File: src/rtl/ysyx_22041412_wb_sched_if.sv
// Write-back scheduler bundle: issue port, two result sources,
// register file write port and scoreboard status.
interface ysyx_22041412_wb_sched_if #(
    parameter int XLEN = 64
);
    logic            iss_valid;
    logic [4:0]      iss_rd;
    logic [4:0]      iss_rs1;
    logic [4:0]      iss_rs2;
    logic            iss_wr;
    logic            iss_ready;
    logic            flush;
    logic            alu_valid;
    logic [4:0]      alu_rd;
    logic [XLEN-1:0] alu_data;
    logic            alu_ready;
    logic            lsu_valid;
    logic [4:0]      lsu_rd;
    logic [XLEN-1:0] lsu_data;
    logic            lsu_ready;
    logic            rf_wen;
    logic [4:0]      rf_rw;
    logic [XLEN-1:0] rf_busw;
    logic [5:0]      busy_cnt;
    logic            sb_err;

    modport master (
        output iss_valid, iss_rd, iss_rs1, iss_rs2, iss_wr, flush,
        output alu_valid, alu_rd, alu_data, lsu_valid, lsu_rd, lsu_data,
        input  iss_ready, alu_ready, lsu_ready,
        input  rf_wen, rf_rw, rf_busw, busy_cnt, sb_err
    );

    modport slave (
        input  iss_valid, iss_rd, iss_rs1, iss_rs2, iss_wr, flush,
        input  alu_valid, alu_rd, alu_data, lsu_valid, lsu_rd, lsu_data,
        output iss_ready, alu_ready, lsu_ready,
        output rf_wen, rf_rw, rf_busw, busy_cnt, sb_err
    );
endinterface

File: src/rtl/ysyx_22041412_wb_sched.sv
// Write-back scheduler: arbitrates ALU and LSU results onto the single
// register file write port and keeps a per-register busy scoreboard
// that stalls issue on RAW/WAW hazards until the write has committed.
module ysyx_22041412_wb_sched #(
    parameter int XLEN  = 64,
    parameter bit RR_EN = 1'b1
) (
    input logic clk,
    input logic rst,
    ysyx_22041412_wb_sched_if.slave bus
);

    typedef enum logic {
        PTR_ALU = 1'b0,
        PTR_LSU = 1'b1
    } rr_ptr_t;

    rr_ptr_t         ptr;
    logic [31:0]     busy;
    logic [31:0]     busy_nxt;
    logic [5:0]      busy_cnt_q;
    logic            sb_err_q;
    logic            flush_d;
    logic            rf_wen_q;
    logic [4:0]      rf_rw_q;
    logic [XLEN-1:0] rf_busw_q;
    logic            grant_alu;
    logic            grant_lsu;
    logic            fire;
    logic            err_set;

    function automatic logic [5:0] popcnt(input logic [31:0] v);
        logic [5:0] n;
        n = 6'd0;
        for (int i = 0; i < 32; i++) begin
            n = n + {5'd0, v[i]};
        end
        return n;
    endfunction

    // Grant at most one source; the pointer only matters when both are valid
    always_comb begin
        grant_alu = bus.alu_valid &
                    (!bus.lsu_valid || !RR_EN || (ptr == PTR_ALU));
        grant_lsu = bus.lsu_valid & ~grant_alu;
    end

    // Issue check reads registered busy bits only, so a freed register is
    // visible one cycle after its write commits
    always_comb begin
        bus.iss_ready = !(busy[bus.iss_rs1] | busy[bus.iss_rs2] |
                          (bus.iss_wr & busy[bus.iss_rd]));
        fire          = bus.iss_valid & bus.iss_ready;
    end

    // Next scoreboard: clear on commit, set on issue (set wins), flush wipes all
    always_comb begin
        busy_nxt = busy;
        if (rf_wen_q) begin
            busy_nxt[rf_rw_q] = 1'b0;
        end
        if (fire && bus.iss_wr && (bus.iss_rd != 5'd0)) begin
            busy_nxt[bus.iss_rd] = 1'b1;
        end
        if (bus.flush) begin
            busy_nxt = '0;
        end
        busy_nxt[0] = 1'b0;
        err_set = rf_wen_q & ~busy[rf_rw_q] & ~bus.flush & ~flush_d;
    end

    // Scoreboard state, its popcount and the sticky error flag
    always_ff @(posedge clk or posedge rst) begin
        if (rst) begin
            busy       <= '0;
            busy_cnt_q <= 6'd0;
            sb_err_q   <= 1'b0;
            flush_d    <= 1'b0;
        end else begin
            busy       <= busy_nxt;
            busy_cnt_q <= popcnt(busy_nxt);
            sb_err_q   <= sb_err_q | err_set;
            flush_d    <= bus.flush;
        end
    end

    // Register the granted beat; x0 is accepted but never written
    always_ff @(posedge clk or posedge rst) begin
        if (rst) begin
            rf_wen_q  <= 1'b0;
            rf_rw_q   <= 5'd0;
            rf_busw_q <= '0;
        end else if (grant_alu) begin
            rf_wen_q  <= (bus.alu_rd != 5'd0);
            rf_rw_q   <= bus.alu_rd;
            rf_busw_q <= bus.alu_data;
        end else if (grant_lsu) begin
            rf_wen_q  <= (bus.lsu_rd != 5'd0);
            rf_rw_q   <= bus.lsu_rd;
            rf_busw_q <= bus.lsu_data;
        end else begin
            rf_wen_q  <= 1'b0;
        end
    end

    // Round-robin pointer moves to whichever source lost the last grant
    always_ff @(posedge clk or posedge rst) begin
        if (rst) begin
            ptr <= PTR_ALU;
        end else if (grant_alu) begin
            ptr <= PTR_LSU;
        end else if (grant_lsu) begin
            ptr <= PTR_ALU;
        end
    end

    assign bus.alu_ready = grant_alu;
    assign bus.lsu_ready = grant_lsu;
    assign bus.rf_wen    = rf_wen_q;
    assign bus.rf_rw     = rf_rw_q;
    assign bus.rf_busw   = rf_busw_q;
    assign bus.busy_cnt  = busy_cnt_q;
    assign bus.sb_err    = sb_err_q;

endmodule
File: src/flat_wrapper.sv
// flat-port wrapper written by rule: the top's interface ports become plain ports
module ysyx_22041412_wb_sched_flat 
#(
    parameter int XLEN  = 64,
    parameter bit RR_EN = 1'b1
)
  (clk, rst, bus_iss_valid, bus_iss_rd, bus_iss_rs1, bus_iss_rs2, bus_iss_wr, bus_flush, bus_alu_valid, bus_alu_rd, bus_alu_data, bus_lsu_valid, bus_lsu_rd, bus_lsu_data, bus_iss_ready, bus_alu_ready, bus_lsu_ready, bus_rf_wen, bus_rf_rw, bus_rf_busw, bus_busy_cnt, bus_sb_err);
  ysyx_22041412_wb_sched_if #(.XLEN(XLEN)) bus_i ();
  input logic clk;
  input logic rst;
  input wire logic [$bits(bus_i.iss_valid)-1:0] bus_iss_valid;
  input wire logic [$bits(bus_i.iss_rd)-1:0] bus_iss_rd;
  input wire logic [$bits(bus_i.iss_rs1)-1:0] bus_iss_rs1;
  input wire logic [$bits(bus_i.iss_rs2)-1:0] bus_iss_rs2;
  input wire logic [$bits(bus_i.iss_wr)-1:0] bus_iss_wr;
  input wire logic [$bits(bus_i.flush)-1:0] bus_flush;
  input wire logic [$bits(bus_i.alu_valid)-1:0] bus_alu_valid;
  input wire logic [$bits(bus_i.alu_rd)-1:0] bus_alu_rd;
  input wire logic [$bits(bus_i.alu_data)-1:0] bus_alu_data;
  input wire logic [$bits(bus_i.lsu_valid)-1:0] bus_lsu_valid;
  input wire logic [$bits(bus_i.lsu_rd)-1:0] bus_lsu_rd;
  input wire logic [$bits(bus_i.lsu_data)-1:0] bus_lsu_data;
  output wire logic [$bits(bus_i.iss_ready)-1:0] bus_iss_ready;
  output wire logic [$bits(bus_i.alu_ready)-1:0] bus_alu_ready;
  output wire logic [$bits(bus_i.lsu_ready)-1:0] bus_lsu_ready;
  output wire logic [$bits(bus_i.rf_wen)-1:0] bus_rf_wen;
  output wire logic [$bits(bus_i.rf_rw)-1:0] bus_rf_rw;
  output wire logic [$bits(bus_i.rf_busw)-1:0] bus_rf_busw;
  output wire logic [$bits(bus_i.busy_cnt)-1:0] bus_busy_cnt;
  output wire logic [$bits(bus_i.sb_err)-1:0] bus_sb_err;
  assign bus_i.iss_valid = bus_iss_valid;
  assign bus_i.iss_rd = bus_iss_rd;
  assign bus_i.iss_rs1 = bus_iss_rs1;
  assign bus_i.iss_rs2 = bus_iss_rs2;
  assign bus_i.iss_wr = bus_iss_wr;
  assign bus_i.flush = bus_flush;
  assign bus_i.alu_valid = bus_alu_valid;
  assign bus_i.alu_rd = bus_alu_rd;
  assign bus_i.alu_data = bus_alu_data;
  assign bus_i.lsu_valid = bus_lsu_valid;
  assign bus_i.lsu_rd = bus_lsu_rd;
  assign bus_i.lsu_data = bus_lsu_data;
  assign bus_iss_ready = bus_i.iss_ready;
  assign bus_alu_ready = bus_i.alu_ready;
  assign bus_lsu_ready = bus_i.lsu_ready;
  assign bus_rf_wen = bus_i.rf_wen;
  assign bus_rf_rw = bus_i.rf_rw;
  assign bus_rf_busw = bus_i.rf_busw;
  assign bus_busy_cnt = bus_i.busy_cnt;
  assign bus_sb_err = bus_i.sb_err;
  ysyx_22041412_wb_sched #(.XLEN(XLEN), .RR_EN(RR_EN)) u_core (.clk(clk), .rst(rst), .bus(bus_i));
endmodule
File: config.mk
export PLATFORM = sky130hd
export DESIGN_NAME = ysyx_22041412_wb_sched_flat
export DESIGN_NICKNAME = d
export VERILOG_FILES = /design/src/rtl/ysyx_22041412_wb_sched_if.sv /design/src/rtl/ysyx_22041412_wb_sched.sv /design/src/flat_wrapper.sv
export SDC_FILE = /design/constraint.sdc
export NUM_CORES = 1
export LEC_CHECK = 0
export CAP_MARGIN = 20
export CORE_AREA = 2 2 107 160
export DETAILED_ROUTE_END_ITERATION = 10
export DIE_AREA = 0 0 109 162
export PLACE_DENSITY = 0.78
export SYNTH_ARGS = -nofsm -noshare
export SYNTH_HDL_FRONTEND = slang
export SYNTH_SLANG_ARGS = --single-unit
export TNS_END_PERCENT = 20
File: constraint.sdc
create_clock -name clk -period 12.6 [get_ports clk]
set_clock_uncertainty 0.1 [all_clocks]
set_input_delay 3.15 -clock clk [delete_from_list [all_inputs] [get_ports clk]]
set_output_delay 3.15 -clock clk [all_outputs]
set_load 0.02 [all_outputs]
## Yosys cells after proc, flatten, opt, wreduce, memory -nomap -nowiden

Index checks and enable logic that the tools add are counted.
W data, S select, Z words.

| cells by class | value |
|---|---|
| $add $sub $neg | 30 |
| $lt $le $gt $ge | 6 |
| multiplexer cells | 23 |
| bitwise gates (word level) | 18 |
| reduce and logical (&&, ||, !) cells | 11 |

Operators by type and width:

| operator | number |
|---|---|
| $add A6 B1 Y6 | 29 |
| $mux W64 | 2 |
| $mux W32 | 3 |
| $and A32 B32 Y32 | 1 |
| $not A32 Y32 | 1 |
| $or A32 B32 Y32 | 1 |
| $lt A5 B6 Y1 const B | 4 |
| $bmux W1 S5 | 4 |
| $reduce_bool A5 Y1 | 3 |
| $demux W1 S5 | 2 |
| $ge A5 B1 Y1 const B | 2 |
| $mux W1 | 10 |
| $mux W5 | 2 |
| $and A1 B1 Y1 | 7 |
| $not A1 Y1 | 5 |
| $logic_and A1 B1 Y1 | 4 |
| $or A1 B1 Y1 | 3 |
| $add A1 B1 Y2 | 1 |
| $logic_not A1 Y1 | 2 |
| $reduce_bool A2 Y1 | 1 |
| $logic_or A1 B1 Y1 | 1 |

| storage, ports and cells | value |
|---|---|
| register bits | 110 |
| bits of input ports | 160 |
| output and inout bits | 80 |
| word-level logic and storage cells | 96 |

## Depth between registers and ports, before layout

Gate-level depths: netlist (run 1).

| logic depth | value |
|---|---|
| depth after elaboration | 40 |
| depth in mapped cells | 27 |
| depth with buffers taken out | 23 |

## Least setup slack after synthesis (run 1)

Ideal clock, no wire load.

| timing path | value |
|---|---|
| path kind | input to register |
| start point | input port bus_iss_rd[1] |
| end point | register u_core.busy_cnt_q[5], in the netlist u_core.bus.busy_cnt[5] |
| library setup time | 0.119 ns |
| data arrival time | 9.245 ns |
| setup slack | 3.136 ns |
| stages on the path | 26 |
| buffers on the path | 4 |
| path through | buf_2 > buf_1 > mux2i_1 > o22ai_1 > o2bb2ai_1 > o41ai_1 > nand3_2 > buf_6 > buf_6 > o21ai_1 > ha_1 > inv_1 > fa_1 > fa_1 > inv_1 > fa_1 > fa_1 > fa_1 > inv_1 > fa_1 > inv_1 > ha_1 > a21o_1 > a21oi_1 > nor2b_1 > o21a_1 |

| between the ends | value |
|---|---|
| longest elaborated chain between the ends | 40 |

Ends and longest elaborated chain:

| element | RTL line | text |
|---|---|---|
| from (decl) | flat_wrapper.sv:12 | `input wire logic [$bits(bus_i.iss_rd)-1:0] bus_iss_rd;` |
| $bmux W1 S5 | ysyx_22041412_wb_sched.sv:52 | `(bus.iss_wr & busy[bus.iss_rd]));` |
| $mux W1 (implied by the code) | ysyx_22041412_wb_sched.sv:52 |  |
| $and A1 B1 Y1 | ysyx_22041412_wb_sched.sv:52 |  |
| $or A1 B1 Y1 | ysyx_22041412_wb_sched.sv:51 | `bus.iss_ready = !(busy[bus.iss_rs1] \| busy[bus.iss_rs2] \|` |
| $logic_not A1 Y1 | ysyx_22041412_wb_sched.sv:51 |  |
| $and A1 B1 Y1 | ysyx_22041412_wb_sched.sv:53 | `fire = bus.iss_valid & bus.iss_ready;` |
| $logic_and A1 B1 Y1 (2 in a row) | ysyx_22041412_wb_sched.sv:62 | `if (fire && bus.iss_wr && (bus.iss_rd != 5'd0)) begin` |
| $mux W32 (*) | ysyx_22041412_wb_sched.sv:62 |  |
| $mux W32 (*) | ysyx_22041412_wb_sched.sv:65 | `if (bus.flush) begin` |
| net u_core.busy_nxt[2] | ysyx_22041412_wb_sched.sv:20 | `logic [31:0] busy_nxt;` |
| $add A1 B1 Y2 (*) | ysyx_22041412_wb_sched.sv:36 | `n = n + {5'd0, v[i]};` |
| $add A6 B1 Y6 (*) (29 in a row) | ysyx_22041412_wb_sched.sv:36 |  |
| to (signal assigned) | ysyx_22041412_wb_sched.sv:81 | `busy_cnt_q <= popcnt(busy_nxt);` |
| to (decl) | ysyx_22041412_wb_sched.sv:21 | `logic [5:0] busy_cnt_q;` |

Mark *: on every way through the listed nets, which the timed path passes. The rest lies on a longest branch. The select of a mux whose other input is x is not followed.
A chain may end at the register's enable or synchronous reset.

## Worst setup path in the final report (run 1)

Same ends and word-level chain as after synthesis.

==> impl_metrics.prom, run 1 <==
# TYPE chip_impl_metric gauge
chip_impl_metric{name="final_min_period_over_clock_period",unit="%"} 82.0
chip_impl_metric{name="routability_cong",unit=""} 0.930
chip_impl_metric{name="place.detailed.hpwl",unit="µm"} 17000
chip_impl_metric{name="cts.hold.buffers_added",unit=""} 0
chip_impl_metric{name="report.final.setup_viol",unit=""} 0
chip_impl_metric{name="cts.clk_slew.worst_paths",unit="ns"} 0.08
chip_impl_metric{name="cts.repair.resized",unit=""} 0
chip_impl_metric{name="post_route_cells_drive_above_1_share",unit="%"} 5.83
chip_impl_metric{name="synth.yosys.seq_area_share",unit="%"} 38.3
chip_impl_metric{name="worst-r2r-cell-count",unit=""} 23
chip_impl_metric{name="synth.ff_latch_count",unit=""} 110
chip_impl_info{name="layout_common_cells",value="sky130_fd_sc_hd__clkdlybuf4s50_1, sky130_fd_sc_hd__nand2_1, sky130_fd_sc_hd__dfrtp_1"} 1
chip_impl_info{name="min_delay_worst_endpoint",value="u_core.bus.sb_err"} 1
chip_impl_metric{name="synth.avg_cell_area",unit="µm²"} 9.76
chip_impl_info{name="clockRootBuffer",value="sky130_fd_sc_hd__clkbuf_16"} 1
chip_impl_metric{name="worstSkewPairLatency",unit="ns"} 0.35
chip_impl_info{name="hold_path_class",value="reg -> reg"} 1
chip_impl_metric{name="async_flop_share",unit="%"} 100
chip_impl_metric{name="power.density",unit="nW/µm²"} 97.2
chip_impl_metric{name="synth-edff-count",unit=""} 0
chip_impl_metric{name="static-leakage-power",unit="nW"} 4.17
chip_impl_metric{name="crit_arrival",unit="ns"} 10.49
chip_impl_metric{name="post-cts-setup-buffers",unit=""} 0
chip_impl_info{name="rsz0062_at_grt",value="no"} 1
chip_impl_metric{name="maxCapViolCount",unit=""} 0
chip_impl_metric{name="timing.final.crit_period",unit="ns"} 10.34
chip_impl_metric{name="critPathRequiredTime",unit="ns"} 12.75
chip_impl_info{name="ys.flop_type",value="sky130_fd_sc_hd__dfrtp_1"} 1
chip_impl_info{name="worst_setup_path_end_kind",value="register"} 1
chip_impl_metric{name="grt_pass1_wl",unit="µm"} 35200
chip_impl_metric{name="worst_pin_slew",unit="ns"} 1.13
chip_impl_metric{name="irDropWorstVdd",unit="µV"} 61.7
chip_impl_info{name="outcome",value="finished, final reports clean"} 1
chip_impl_metric{name="clkSinkCount",unit=""} 110
chip_impl_info{name="cts_tree",value="built"} 1
chip_impl_metric{name="comb_power_share",unit="%"} 27.0
chip_impl_metric{name="holdPathStages",unit=""} 1
chip_impl_info{name="critical_setup_path_class",value="in -> reg"} 1
chip_impl_metric{name="gr-total-overflow",unit=""} 0
chip_impl_metric{name="syn_to_final_growth",unit="%"} 38.4
chip_impl_metric{name="syn-cell-area",unit="µm²"} 7190
chip_impl_metric{name="grt_start_max_net_pins",unit=""} 92
chip_impl_metric{name="fp.coreArea",unit="µm²"} 16200
chip_impl_metric{name="die-area",unit="µm²"} 17700
chip_impl_metric{name="buffer_ports.inserted",unit=""} 239
chip_impl_metric{name="totalNegativeSetupSlack",unit="ns"} 0
chip_impl_metric{name="worst-r2r-setup-slack",unit="ns"} 5.68
chip_impl_metric{name="power.clock.fraction",unit="%"} 30.7
chip_impl_info{name="crit_path_start_kind",value="primary input"} 1
chip_impl_info{name="rr_startpoint",value="u_core.busy[4]"} 1
chip_impl_metric{name="post_drt_wl_per_cell",unit="µm"} 19.7
chip_impl_metric{name="sequentialPowerShare",unit="%"} 42.4
chip_impl_metric{name="timing.max_slew.rel_slack",unit="%"} 24.4
chip_impl_metric{name="fin_nets",unit=""} 1130
chip_impl_metric{name="groute.usage.overall",unit="%"} 26.2
chip_impl_metric{name="hold_viol_final",unit=""} 0
chip_impl_metric{name="final_antenna_net_count",unit=""} 0
chip_impl_info{name="holdCritStartpoint",value="u_core.bus.sb_err"} 1
chip_impl_metric{name="avgViaCountPerCell",unit=""} 5.61
chip_impl_metric{name="crit_path_max_fanout",unit=""} 47
chip_impl_metric{name="post_synth_inst_count",unit=""} 737
chip_impl_metric{name="grt_antenna_before_repair",unit=""} 0
chip_impl_metric{name="postSynthNetCount",unit=""} 929
chip_impl_metric{name="n_antenna_cell",unit=""} 0
chip_impl_info{name="setup.worst_path.start",value="bus_iss_rd[1]"} 1
chip_impl_metric{name="initial_core_util",unit="%"} 44.4
chip_impl_metric{name="drt_pre_antenna_iters",unit=""} 5
chip_impl_metric{name="finalMaxSlewViolations",unit=""} 0
chip_impl_metric{name="detailroute.via_count",unit=""} 6442
chip_impl_metric{name="fillerInstances",unit=""} 1360
chip_impl_metric{name="floorplan.io_pins",unit=""} 240
chip_impl_metric{name="number_of_global_route_vias_before_repair",unit=""} 6663
chip_impl_metric{name="cts-root-to-sink-buffers",unit=""} 2
chip_impl_metric{name="drc_violation_count_after_routing",unit=""} 0
chip_impl_metric{name="max_freq",unit="MHz"} 96.7
chip_impl_metric{name="first_iter_violations",unit=""} 379
chip_impl_metric{name="die_height",unit="µm"} 162
chip_impl_metric{name="std_cell_rows",unit=""} 57
chip_impl_metric{name="post_synth_num_cell_types",unit=""} 55
chip_impl_metric{name="switching_share",unit="%"} 30.6
chip_impl_metric{name="final_critical_path_setup_slack",unit="ns"} 2.26
chip_impl_info{name="layout_commonest_cell",value="sky130_fd_sc_hd__clkdlybuf4s50_1"} 1
chip_impl_metric{name="yosysWarnings",unit=""} 0
chip_impl_metric{name="htree_levels",unit=""} 3
chip_impl_info{name="reg2reg_to",value="u_core.bus.busy_cnt[5]"} 1
chip_impl_metric{name="floorplan.die.width",unit="µm"} 109
chip_impl_metric{name="finalWirelength",unit="µm"} 22600
chip_impl_metric{name="tritoncts.num_buffers",unit=""} 9
chip_impl_metric{name="dp_slack",unit="ns"} 1.86
chip_impl_metric{name="p_switching",unit="W"} 0.000296
chip_impl_metric{name="cellInternalPower",unit="W"} 0.000671
## Yosys cell counts (all sizes together) (9+ instances only)
library cell,instances,area share (%)
nand2,124,6.5
o21ai,120,8.4
dfrtp,110,38
mux2i,87,12
clkbuf,36,1.9
inv,32,1.7
nor2b,27,2.3
fa,23,6.4
nand3b,22,2.3
buf,19,1.6
mux4,19,6.0
o21a,16,1.7
ha,9,1.6
nand3,9,0.70
## metal layers
metal	track usage [%]	share of wire [%]	vias up
li1	-	-	2989
met5	0	0	-
met3	4.98	6.7	71
met2	44.9	52	307
met1	30.9	37	3075
met4	13.0	4.9	0
## registers in the layout (all words and copies together), names as in the netlist
name,flops
u_core.bus.rf_busw,64
u_core.bus.busy_cnt,6
u_core.ptr,1
u_core.bus.sb_err,1
u_core.bus.rf_wen,1
u_core.flush_d,1
u_core.busy,31
u_core.bus.rf_rw,5
## power by group through the flow
stage	sequential, W	combinational [W]	clock [W]
2_1_floorplan	0.000441	0.0000995	0
6_report	0.000410	0.000261	0.000297
4_1_cts	0.000409	0.000262	0.000303
5_1_grt	0.000414	0.000280	0.000315
3_3_place_gp	0.000415	0.000259	0
3_5_place_dp	0.000415	0.000262	0
## cell families (layout without fill, tap and decap cells)
family	Yosys count	in the layout	synth area share, %
simple gates	228	228	16.0
compound gates	164	164	13.0
mux	113	113	19.2
flops	110	110	38.3
buf+inv	87	293	5.12
fa+ha+maj	32	32	7.97
xor+xnor	3	3	0.365
## through the flow
stage / total power (W) / instance area (µm²) / std cells / utilization [%] / hold WS, ns
floorplan: 0.000540 / 7190 / 737 / - / 0.351
detailed placement: 0.000677 / 9650 / 1133 / 59.6 / 0.357
finish: 0.000967 / 9950 / 1149 / 61.5 / 0.374
global route: 0.00101 / 9950 / 1149 / 61.5 / 0.406
CTS: 0.000974 / 9950 / 1149 / 61.5 / 0.379
global placement: 0.000674 / 9650 / 1133 / 59.6 / 0.357
## how the worst max path moves through the flow
stage	cells after the start	slack, ns	to
floorplan	26	3.14	u_core.bus.busy_cnt[5]
global placement	24	2.04	u_core.bus.busy_cnt[5]
detailed placement	24	1.86	u_core.bus.busy_cnt[5]
CTS	24	2.22	u_core.bus.busy_cnt[5]
global route	24	1.79	u_core.bus.busy_cnt[5]
finish	24	2.26	u_core.bus.busy_cnt[5]
## area by class of cell
class                      instances  area, µm²  area share (%)
clock inverter                     7       80.1           0.804
tap                              206        258            2.59
sequential                       110       2750            27.7
clock buffer                       9        225            2.26
multi-input combinational        540       4080            41.0
timing repair buffer             245       2430            24.5
inverter                          32        123            1.23
## critical path: stages
cell and delay (ns):
sky130_fd_sc_hd__clkdlybuf4s50_1 1.00, sky130_fd_sc_hd__mux4_2 0.59, sky130_fd_sc_hd__o22ai_1 0.16, sky130_fd_sc_hd__nor4b_1 0.07
sky130_fd_sc_hd__o41ai_1 0.50, sky130_fd_sc_hd__nand3_2 0.11, sky130_fd_sc_hd__buf_4 0.29, sky130_fd_sc_hd__o21ai_0 0.28
sky130_fd_sc_hd__ha_1 0.27, sky130_fd_sc_hd__inv_1 0.07, sky130_fd_sc_hd__fa_1 0.43, sky130_fd_sc_hd__fa_1 0.40
sky130_fd_sc_hd__inv_1 0.08, sky130_fd_sc_hd__fa_1 0.44, sky130_fd_sc_hd__fa_1 0.52, sky130_fd_sc_hd__fa_1 0.54
sky130_fd_sc_hd__inv_1 0.06, sky130_fd_sc_hd__fa_1 0.59, sky130_fd_sc_hd__inv_1 0.06, sky130_fd_sc_hd__ha_1 0.28
sky130_fd_sc_hd__a21o_1 0.15, sky130_fd_sc_hd__a21oi_1 0.21, sky130_fd_sc_hd__nor2b_1 0.08, sky130_fd_sc_hd__o21a_1 0.16
Note: power is estimated with default switching activity, not from simulation.
==> run 2, diff against run 1 <==
clock period = 10.25 ns   (was 12.6 ns; I/O delays follow)
==> run 2 against run 1 <==
  * Clock-buffer cell count is the same
  * Critical path depth decreased by 1
  * Largest power group unchanged
  * Combinational power is 23% higher
  * Cell area increased by 0.45%
  * Non-clock buffer count grew 3
  * Core utilization up 0.28 points
  * Wire length grew 0.88%
  * Global-route usage is 0.18 points higher
  * Sequential share of layout area decreased by 0.12 points
==> impl_metrics.prom, run 2 (synthesized netlist as in run 1, its figures left out) <==
# TYPE chip_impl_metric gauge
chip_impl_metric{name="place.detailed.hpwl",unit="µm"} 17100
chip_impl_info{name="rr_startpoint",value="u_core.busy[6]"} 1
chip_impl_metric{name="worstSkewPairLatency",unit="ns"} 0.35
chip_impl_metric{name="avgViaCountPerCell",unit=""} 5.69
chip_impl_metric{name="fin_nets",unit=""} 1133
chip_impl_metric{name="timing.final.crit_period",unit="ns"} 9.34
chip_impl_metric{name="irDropWorstVdd",unit="µV"} 80.1
chip_impl_metric{name="grt_antenna_before_repair",unit=""} 0
chip_impl_metric{name="floorplan.die.width",unit="µm"} 109
chip_impl_metric{name="floorplan.io_pins",unit=""} 240
chip_impl_metric{name="syn_to_final_growth",unit="%"} 39.1
chip_impl_info{name="clockRootBuffer",value="sky130_fd_sc_hd__clkbuf_16"} 1
chip_impl_metric{name="hold_viol_final",unit=""} 0
chip_impl_metric{name="routability_cong",unit=""} 0.944
chip_impl_metric{name="fp.coreArea",unit="µm²"} 16200
chip_impl_info{name="layout_common_cells",value="sky130_fd_sc_hd__clkdlybuf4s50_1, sky130_fd_sc_hd__nand2_1, sky130_fd_sc_hd__dfrtp_1"} 1
chip_impl_metric{name="timing.critical_path.buf_inv",unit=""} 6
chip_impl_metric{name="crit_arrival",unit="ns"} 9.48
chip_impl_metric{name="n_antenna_cell",unit=""} 0
chip_impl_metric{name="finalWirelength",unit="µm"} 22800
chip_impl_info{name="outcome",value="finished, final reports clean"} 1
chip_impl_metric{name="multiInputGateArea",unit="µm²"} 4080
chip_impl_metric{name="worst-r2r-cell-count",unit=""} 22
chip_impl_info{name="critical_path.endpoint",value="u_core.bus.busy_cnt[5]"} 1
chip_impl_metric{name="dp_slack",unit="ns"} 0.562
chip_impl_metric{name="finalMaxSlewViolations",unit=""} 0
chip_impl_metric{name="post_drt_wl_per_cell",unit="µm"} 19.8
chip_impl_metric{name="cts.clk_slew.worst_paths",unit="ns"} 0.08
chip_impl_metric{name="timing.max_slew.rel_slack",unit="%"} 34.7
chip_impl_metric{name="htree_levels",unit=""} 3
chip_impl_info{name="critical_setup_path_class",value="in -> reg"} 1
chip_impl_metric{name="drc_violation_count_after_routing",unit=""} 0
chip_impl_metric{name="die_height",unit="µm"} 162
chip_impl_metric{name="drt_pre_antenna_iters",unit=""} 5
chip_impl_info{name="timing.critical_path.cells",value="clkdlybuf4s50_1, mux2_2, a221oi_1, nor4_1, nor4_1, nand3_2, buf_4, o21ai_0, fa_1, inv_1, fa_1, fa_1, inv_1, fa_1, fa_1, inv_1, fa_1, inv_1, ha_1, a21o_1, a21oi_1, nor2b_1, o21a_1"} 1
chip_impl_metric{name="cts-root-to-sink-buffers",unit=""} 2
chip_impl_metric{name="grt_pass1_wl",unit="µm"} 35400
chip_impl_metric{name="final_antenna_net_count",unit=""} 0
chip_impl_metric{name="totalNegativeSetupSlack",unit="ns"} 0
chip_impl_metric{name="report.final.setup_viol",unit=""} 0
chip_impl_metric{name="buffer_ports.inserted",unit=""} 239
chip_impl_metric{name="worst-r2r-setup-slack",unit="ns"} 3.38
chip_impl_info{name="layout_commonest_cell",value="sky130_fd_sc_hd__clkdlybuf4s50_1"} 1
chip_impl_metric{name="max_stage_delay",unit="ns"} 0.75
chip_impl_metric{name="worst_pin_slew",unit="ns"} 0.979
chip_impl_info{name="cts_tree",value="built"} 1
chip_impl_metric{name="cts.hold.buffers_added",unit=""} 0
chip_impl_metric{name="final_critical_path_setup_slack",unit="ns"} 0.910
chip_impl_info{name="rsz0062_at_grt",value="no"} 1
chip_impl_metric{name="detailroute.via_count",unit=""} 6554
chip_impl_metric{name="crit_path_max_fanout",unit=""} 45
chip_impl_metric{name="tritoncts.num_buffers",unit=""} 9
chip_impl_metric{name="number_of_global_route_vias_before_repair",unit=""} 6610
chip_impl_metric{name="final_min_period_over_clock_period",unit="%"} 91.1
chip_impl_metric{name="std_cell_rows",unit=""} 57
chip_impl_metric{name="sequential_cell_area",unit="µm²"} 2750
chip_impl_metric{name="critPathRequiredTime",unit="ns"} 10.39
chip_impl_metric{name="power.density",unit="nW/µm²"} 121
chip_impl_metric{name="post-cts-setup-buffers",unit=""} 0
chip_impl_metric{name="static-leakage-power",unit="nW"} 4.19
chip_impl_metric{name="fillerInstances",unit=""} 1332
chip_impl_info{name="hold_path_class",value="reg -> reg"} 1
chip_impl_metric{name="die-area",unit="µm²"} 17700
chip_impl_info{name="setup.worst_path.start",value="bus_iss_rs2[1]"} 1
chip_impl_info{name="timing.critical_path.slowest_stage_cell",value="sky130_fd_sc_hd__clkdlybuf4s50_1"} 1
chip_impl_metric{name="initial_core_util",unit="%"} 44.4
chip_impl_metric{name="cp_num_cells",unit=""} 23
chip_impl_metric{name="max_freq",unit="MHz"} 107
chip_impl_metric{name="groute.usage.overall",unit="%"} 26.4
chip_impl_info{name="crit_path_start_kind",value="primary input"} 1
chip_impl_info{name="worst_setup_path_end_kind",value="register"} 1
chip_impl_metric{name="first_iter_violations",unit=""} 524
chip_impl_info{name="timing.critical_path.max_delay_family",value="adder cells"} 1
chip_impl_metric{name="clkSinkCount",unit=""} 110
chip_impl_metric{name="gr-total-overflow",unit=""} 0
chip_impl_metric{name="post_route_cells_drive_above_1_share",unit="%"} 6.13
chip_impl_metric{name="cts.repair.resized",unit=""} 0
chip_impl_metric{name="largest_register_ffs",unit=""} 64
chip_impl_info{name="timing.critical_path.mode_cell",value="sky130_fd_sc_hd__fa_1"} 1
chip_impl_metric{name="maxCapViolCount",unit=""} 0
chip_impl_metric{name="grt_start_max_net_pins",unit=""} 91
chip_impl_info{name="reg2reg_to",value="u_core.bus.busy_cnt[5]"} 1
## run 2: worst min path at each step
stage / end / slack [ns] / start / cells after the start
5_1_grt: u_core.bus.sb_err / 0.42 / u_core.bus.sb_err / 1
3_5_place_dp: u_core.bus.sb_err / 0.37 / u_core.bus.sb_err / 1
4_1_cts: u_core.bus.sb_err / 0.40 / u_core.bus.sb_err / 1
3_3_place_gp: u_core.bus.sb_err / 0.36 / u_core.bus.sb_err / 1
6_report: u_core.bus.sb_err / 0.39 / u_core.bus.sb_err / 1
2_1_floorplan: u_core.ptr / 0.35 / u_core.ptr / 1
## run 2: metal layers
metal | vias to the layer above | share of wire, % | GRT usage, %
met5 | - | 0 | 0
met2 | 335 | 51 | 43.6
met1 | 3142 | 36 | 31.8
li1 | 2992 | - | -
met3 | 85 | 7.0 | 5.26
met4 | 0 | 5.3 | 14.5
## run 2: stage by stage
step / hold slack (ns) / utilization [%] / total power (W) / cell area (µm²) / cells
2_1_floorplan: 0.351 / - / 0.000664 / 7190 / 737
3_3_place_gp: 0.360 / 59.7 / 0.000829 / 9670 / 1136
3_5_place_dp: 0.375 / 59.7 / 0.000832 / 9670 / 1136
4_1_cts: 0.395 / 61.8 / 0.00122 / 10000 / 1152
5_1_grt: 0.422 / 61.8 / 0.00127 / 10000 / 1152
6_report: 0.395 / 61.8 / 0.00121 / 10000 / 1152
## run 2: where the power goes
group	switching, W	internal [W]
registers	0.0000344	0.000470
clock network	0.000168	0.000218
logic	0.000158	0.000163
## run 2: layout make-up
class | instances | area share (%)
Multi-Input combinational cell | 540 | 40.8
Timing Repair Buffer | 248 | 24.6
Sequential cell | 110 | 27.5
Clock inverter | 7 | 1.03
Inverter | 32 | 1.23
Clock buffer | 9 | 2.25
Tap cell | 206 | 2.58
==> run 3, diff against run 2 <==
GPL_ROUTABILITY_DRIVEN = 0   (was not set)
==> run 3 against run 2 <==
  * Sequential power about the same
  * Sequential cell count unchanged
  * Combinational power about the same
  * Setup slack improved by 0.0086 ns
  * Maximum frequency about the same
  * Clock power decreased by 12%
  * Sequential share of layout area increased by 0.066 points
  * Hold slack got worse by 0.016 ns
  * Total power decreased by 3.8%
==> impl_metrics.prom, run 3 (synthesized netlist as in run 1, its figures left out) <==
# TYPE chip_impl_metric gauge
chip_impl_info{name="crit_path_start_kind",value="primary input"} 1
chip_impl_metric{name="std_cell_rows",unit=""} 57
chip_impl_metric{name="crit_arrival",unit="ns"} 9.47
chip_impl_metric{name="cts.clk_slew.worst_paths",unit="ns"} 0.08
chip_impl_info{name="min_delay_worst_endpoint",value="u_core.bus.sb_err"} 1
chip_impl_metric{name="groute.usage.overall",unit="%"} 25.9
chip_impl_metric{name="worst_pin_slew",unit="ns"} 0.913
chip_impl_metric{name="cts.repair.resized",unit=""} 0
chip_impl_metric{name="critPathRequiredTime",unit="ns"} 10.39
chip_impl_info{name="rr_startpoint",value="u_core.busy[13]"} 1
chip_impl_metric{name="fillerInstances",unit=""} 1348
chip_impl_metric{name="cts.hold.buffers_added",unit=""} 0
chip_impl_metric{name="post-cts-setup-buffers",unit=""} 0
chip_impl_metric{name="maxCapViolCount",unit=""} 0
chip_impl_metric{name="fin_nets",unit=""} 1136
chip_impl_metric{name="sequentialPowerShare",unit="%"} 43.2
chip_impl_metric{name="holdPathStages",unit=""} 1
chip_impl_info{name="holdCritStartpoint",value="u_core.bus.sb_err"} 1
chip_impl_info{name="rsz0062_at_grt",value="no"} 1
chip_impl_metric{name="largest_register_ffs",unit=""} 64
chip_impl_metric{name="finalMaxSlewViolations",unit=""} 0
chip_impl_metric{name="wl_met3",unit="µm"} 1650
chip_impl_metric{name="grt_pass1_wl",unit="µm"} 35100
chip_impl_metric{name="place.detailed.hpwl",unit="µm"} 17000
chip_impl_info{name="maxUsedRoutingLayer",value="met4"} 1
chip_impl_metric{name="avgViaCountPerCell",unit=""} 5.69
chip_impl_metric{name="grt_antenna_before_repair",unit=""} 0
chip_impl_metric{name="n_antenna_cell",unit=""} 0
chip_impl_info{name="clockRootBuffer",value="sky130_fd_sc_hd__clkbuf_16"} 1
chip_impl_metric{name="max_freq",unit="MHz"} 107
chip_impl_metric{name="clkSinkCount",unit=""} 110
chip_impl_metric{name="met2_length",unit="µm"} 11400
chip_impl_metric{name="timing.final.crit_period",unit="ns"} 9.33
chip_impl_metric{name="floorplan.die.width",unit="µm"} 109
chip_impl_info{name="worst_setup_path_end_kind",value="register"} 1
chip_impl_metric{name="number_of_global_route_vias_before_repair",unit=""} 6501
chip_impl_metric{name="gr-total-overflow",unit=""} 0
chip_impl_info{name="layout_common_cells",value="sky130_fd_sc_hd__clkdlybuf4s50_1, sky130_fd_sc_hd__nand2_1, sky130_fd_sc_hd__dfrtp_1"} 1
chip_impl_info{name="critical_setup_path_class",value="in -> reg"} 1
chip_impl_metric{name="first_iter_violations",unit=""} 477
chip_impl_metric{name="die_height",unit="µm"} 162
chip_impl_metric{name="final_area",unit="µm²"} 9980
chip_impl_metric{name="final_min_period_over_clock_period",unit="%"} 91.0
chip_impl_metric{name="hold_viol_final",unit=""} 0
chip_impl_info{name="cts_tree",value="built"} 1
chip_impl_metric{name="timing.max_slew.rel_slack",unit="%"} 39.1
chip_impl_metric{name="worstSkewPairLatency",unit="ns"} 0.35
chip_impl_metric{name="final_critical_path_setup_slack",unit="ns"} 0.919
chip_impl_metric{name="met1_length",unit="µm"} 8500
chip_impl_metric{name="placedInstanceArea",unit="µm²"} 9690
chip_impl_metric{name="power.clock.fraction",unit="%"} 29.0
chip_impl_info{name="reg2reg_to",value="u_core.bus.busy_cnt[5]"} 1
chip_impl_metric{name="post_drt_wl_per_cell",unit="µm"} 19.7
chip_impl_info{name="timing.critical_path.mode_cell",value="sky130_fd_sc_hd__fa_1"} 1
chip_impl_metric{name="drt_pre_antenna_iters",unit=""} 5
chip_impl_metric{name="drc_violation_count_after_routing",unit=""} 0
chip_impl_metric{name="post_route_cells_drive_above_1_share",unit="%"} 6.43
chip_impl_metric{name="fin_total_pwr",unit="W"} 0.00117
chip_impl_metric{name="worst-r2r-cell-count",unit=""} 23
chip_impl_metric{name="cellInternalPower",unit="W"} 0.000802
chip_impl_metric{name="htree_levels",unit=""} 3
chip_impl_metric{name="final_antenna_net_count",unit=""} 0
chip_impl_metric{name="cts-root-to-sink-buffers",unit=""} 2
chip_impl_metric{name="syn_to_final_growth",unit="%"} 38.7
chip_impl_metric{name="worst-r2r-setup-slack",unit="ns"} 3.43
chip_impl_metric{name="comb_power_share",unit="%"} 27.8
chip_impl_metric{name="grt_start_max_net_pins",unit=""} 87
chip_impl_metric{name="floorplan.io_pins",unit=""} 240
chip_impl_metric{name="power.density",unit="nW/µm²"} 117
chip_impl_metric{name="switching_share",unit="%"} 31.1
chip_impl_metric{name="p_switching",unit="W"} 0.000363
chip_impl_metric{name="detailroute.via_count",unit=""} 6575
chip_impl_metric{name="fp.coreArea",unit="µm²"} 16200
chip_impl_metric{name="report.final.setup_viol",unit=""} 0
chip_impl_info{name="timing.critical_path.slowest_stage_cell",value="sky130_fd_sc_hd__clkdlybuf4s50_1"} 1
chip_impl_info{name="hold_path_class",value="reg -> reg"} 1
chip_impl_metric{name="dp_slack",unit="ns"} 0.588
chip_impl_metric{name="tritoncts.num_buffers",unit=""} 9
chip_impl_metric{name="totalNegativeSetupSlack",unit="ns"} 0
chip_impl_metric{name="buffer_ports.inserted",unit=""} 239
chip_impl_metric{name="static-leakage-power",unit="nW"} 4.18
chip_impl_metric{name="finalWirelength",unit="µm"} 22800
chip_impl_metric{name="irDropWorstVdd",unit="µV"} 92.0
chip_impl_info{name="outcome",value="finished, final reports clean"} 1
chip_impl_info{name="layout_commonest_cell",value="sky130_fd_sc_hd__clkdlybuf4s50_1"} 1
chip_impl_metric{name="initial_core_util",unit="%"} 44.4
chip_impl_metric{name="crit_path_max_fanout",unit=""} 13
chip_impl_metric{name="die-area",unit="µm²"} 17700
chip_impl_metric{name="max_stage_delay",unit="ns"} 0.76
## run 3: worst max-delay path, delay by kind of cell
family | cells | cell delay (ns)
simple gates | 4 | 0.56
buf+inv | 7 | 1.41
fa+ha+maj | 8 | 3.46
compound gates | 5 | 1.05
mux | 1 | 0.39
## run 3: worst max-delay path by stage
| stage | cells after the start | from | end | slack [ns] |
|---|---|---|---|---|
| after global routing | 25 | bus_iss_rs2[1] | u_core.bus.busy_cnt[5] | 0.57 |
| after CTS | 25 | bus_iss_rs2[1] | u_core.bus.busy_cnt[5] | 0.92 |
| final | 25 | bus_iss_rs2[1] | u_core.bus.busy_cnt[5] | 0.92 |
| after floorplan | 26 | bus_iss_rd[1] | u_core.bus.busy_cnt[5] | 1.37 |
| after detailed placement | 25 | bus_iss_rs2[1] | u_core.bus.busy_cnt[5] | 0.59 |
| after global placement | 25 | bus_iss_rs2[1] | u_core.bus.busy_cnt[5] | 0.68 |
## run 3: routing by layer
layer | track usage (%) | vias up
li1 | - | 2992
met1 | 32.1 | 3156
met2 | 42.8 | 344
met3 | 4.61 | 83
met4 | 13.6 | 0
met5 | 0 | -
## run 3: layout make-up
class,instances,area [µm²],share of cell area (%)
multi-input cells,540,4080,40.9
flip-flops and latches,110,2750,27.6
repair buffers,251,2480,24.9
well taps,206,258,2.58
clock buffers,9,225,2.26
inverters,32,123,1.23
clock inverters,7,56.3,0.564
## run 3: power groups by stage
stage          sequential [W]  clock [W]  combinational [W]
6_report             0.000504   0.000338           0.000324
5_1_grt              0.000509   0.000365           0.000347
4_1_cts              0.000503   0.000346           0.000325
3_5_place_dp         0.000509          0           0.000325
3_3_place_gp         0.000509          0           0.000321
2_1_floorplan        0.000541          0           0.000122
## run 3: per-stage QoR
stage	utilization, %	cells	hold slack (ns)
global route	61.6	1155	0.396
CTS	61.6	1155	0.378
floorplan	-	737	0.351
finish	61.6	1155	0.379
global placement	59.9	1139	0.359
detailed placement	59.9	1139	0.358
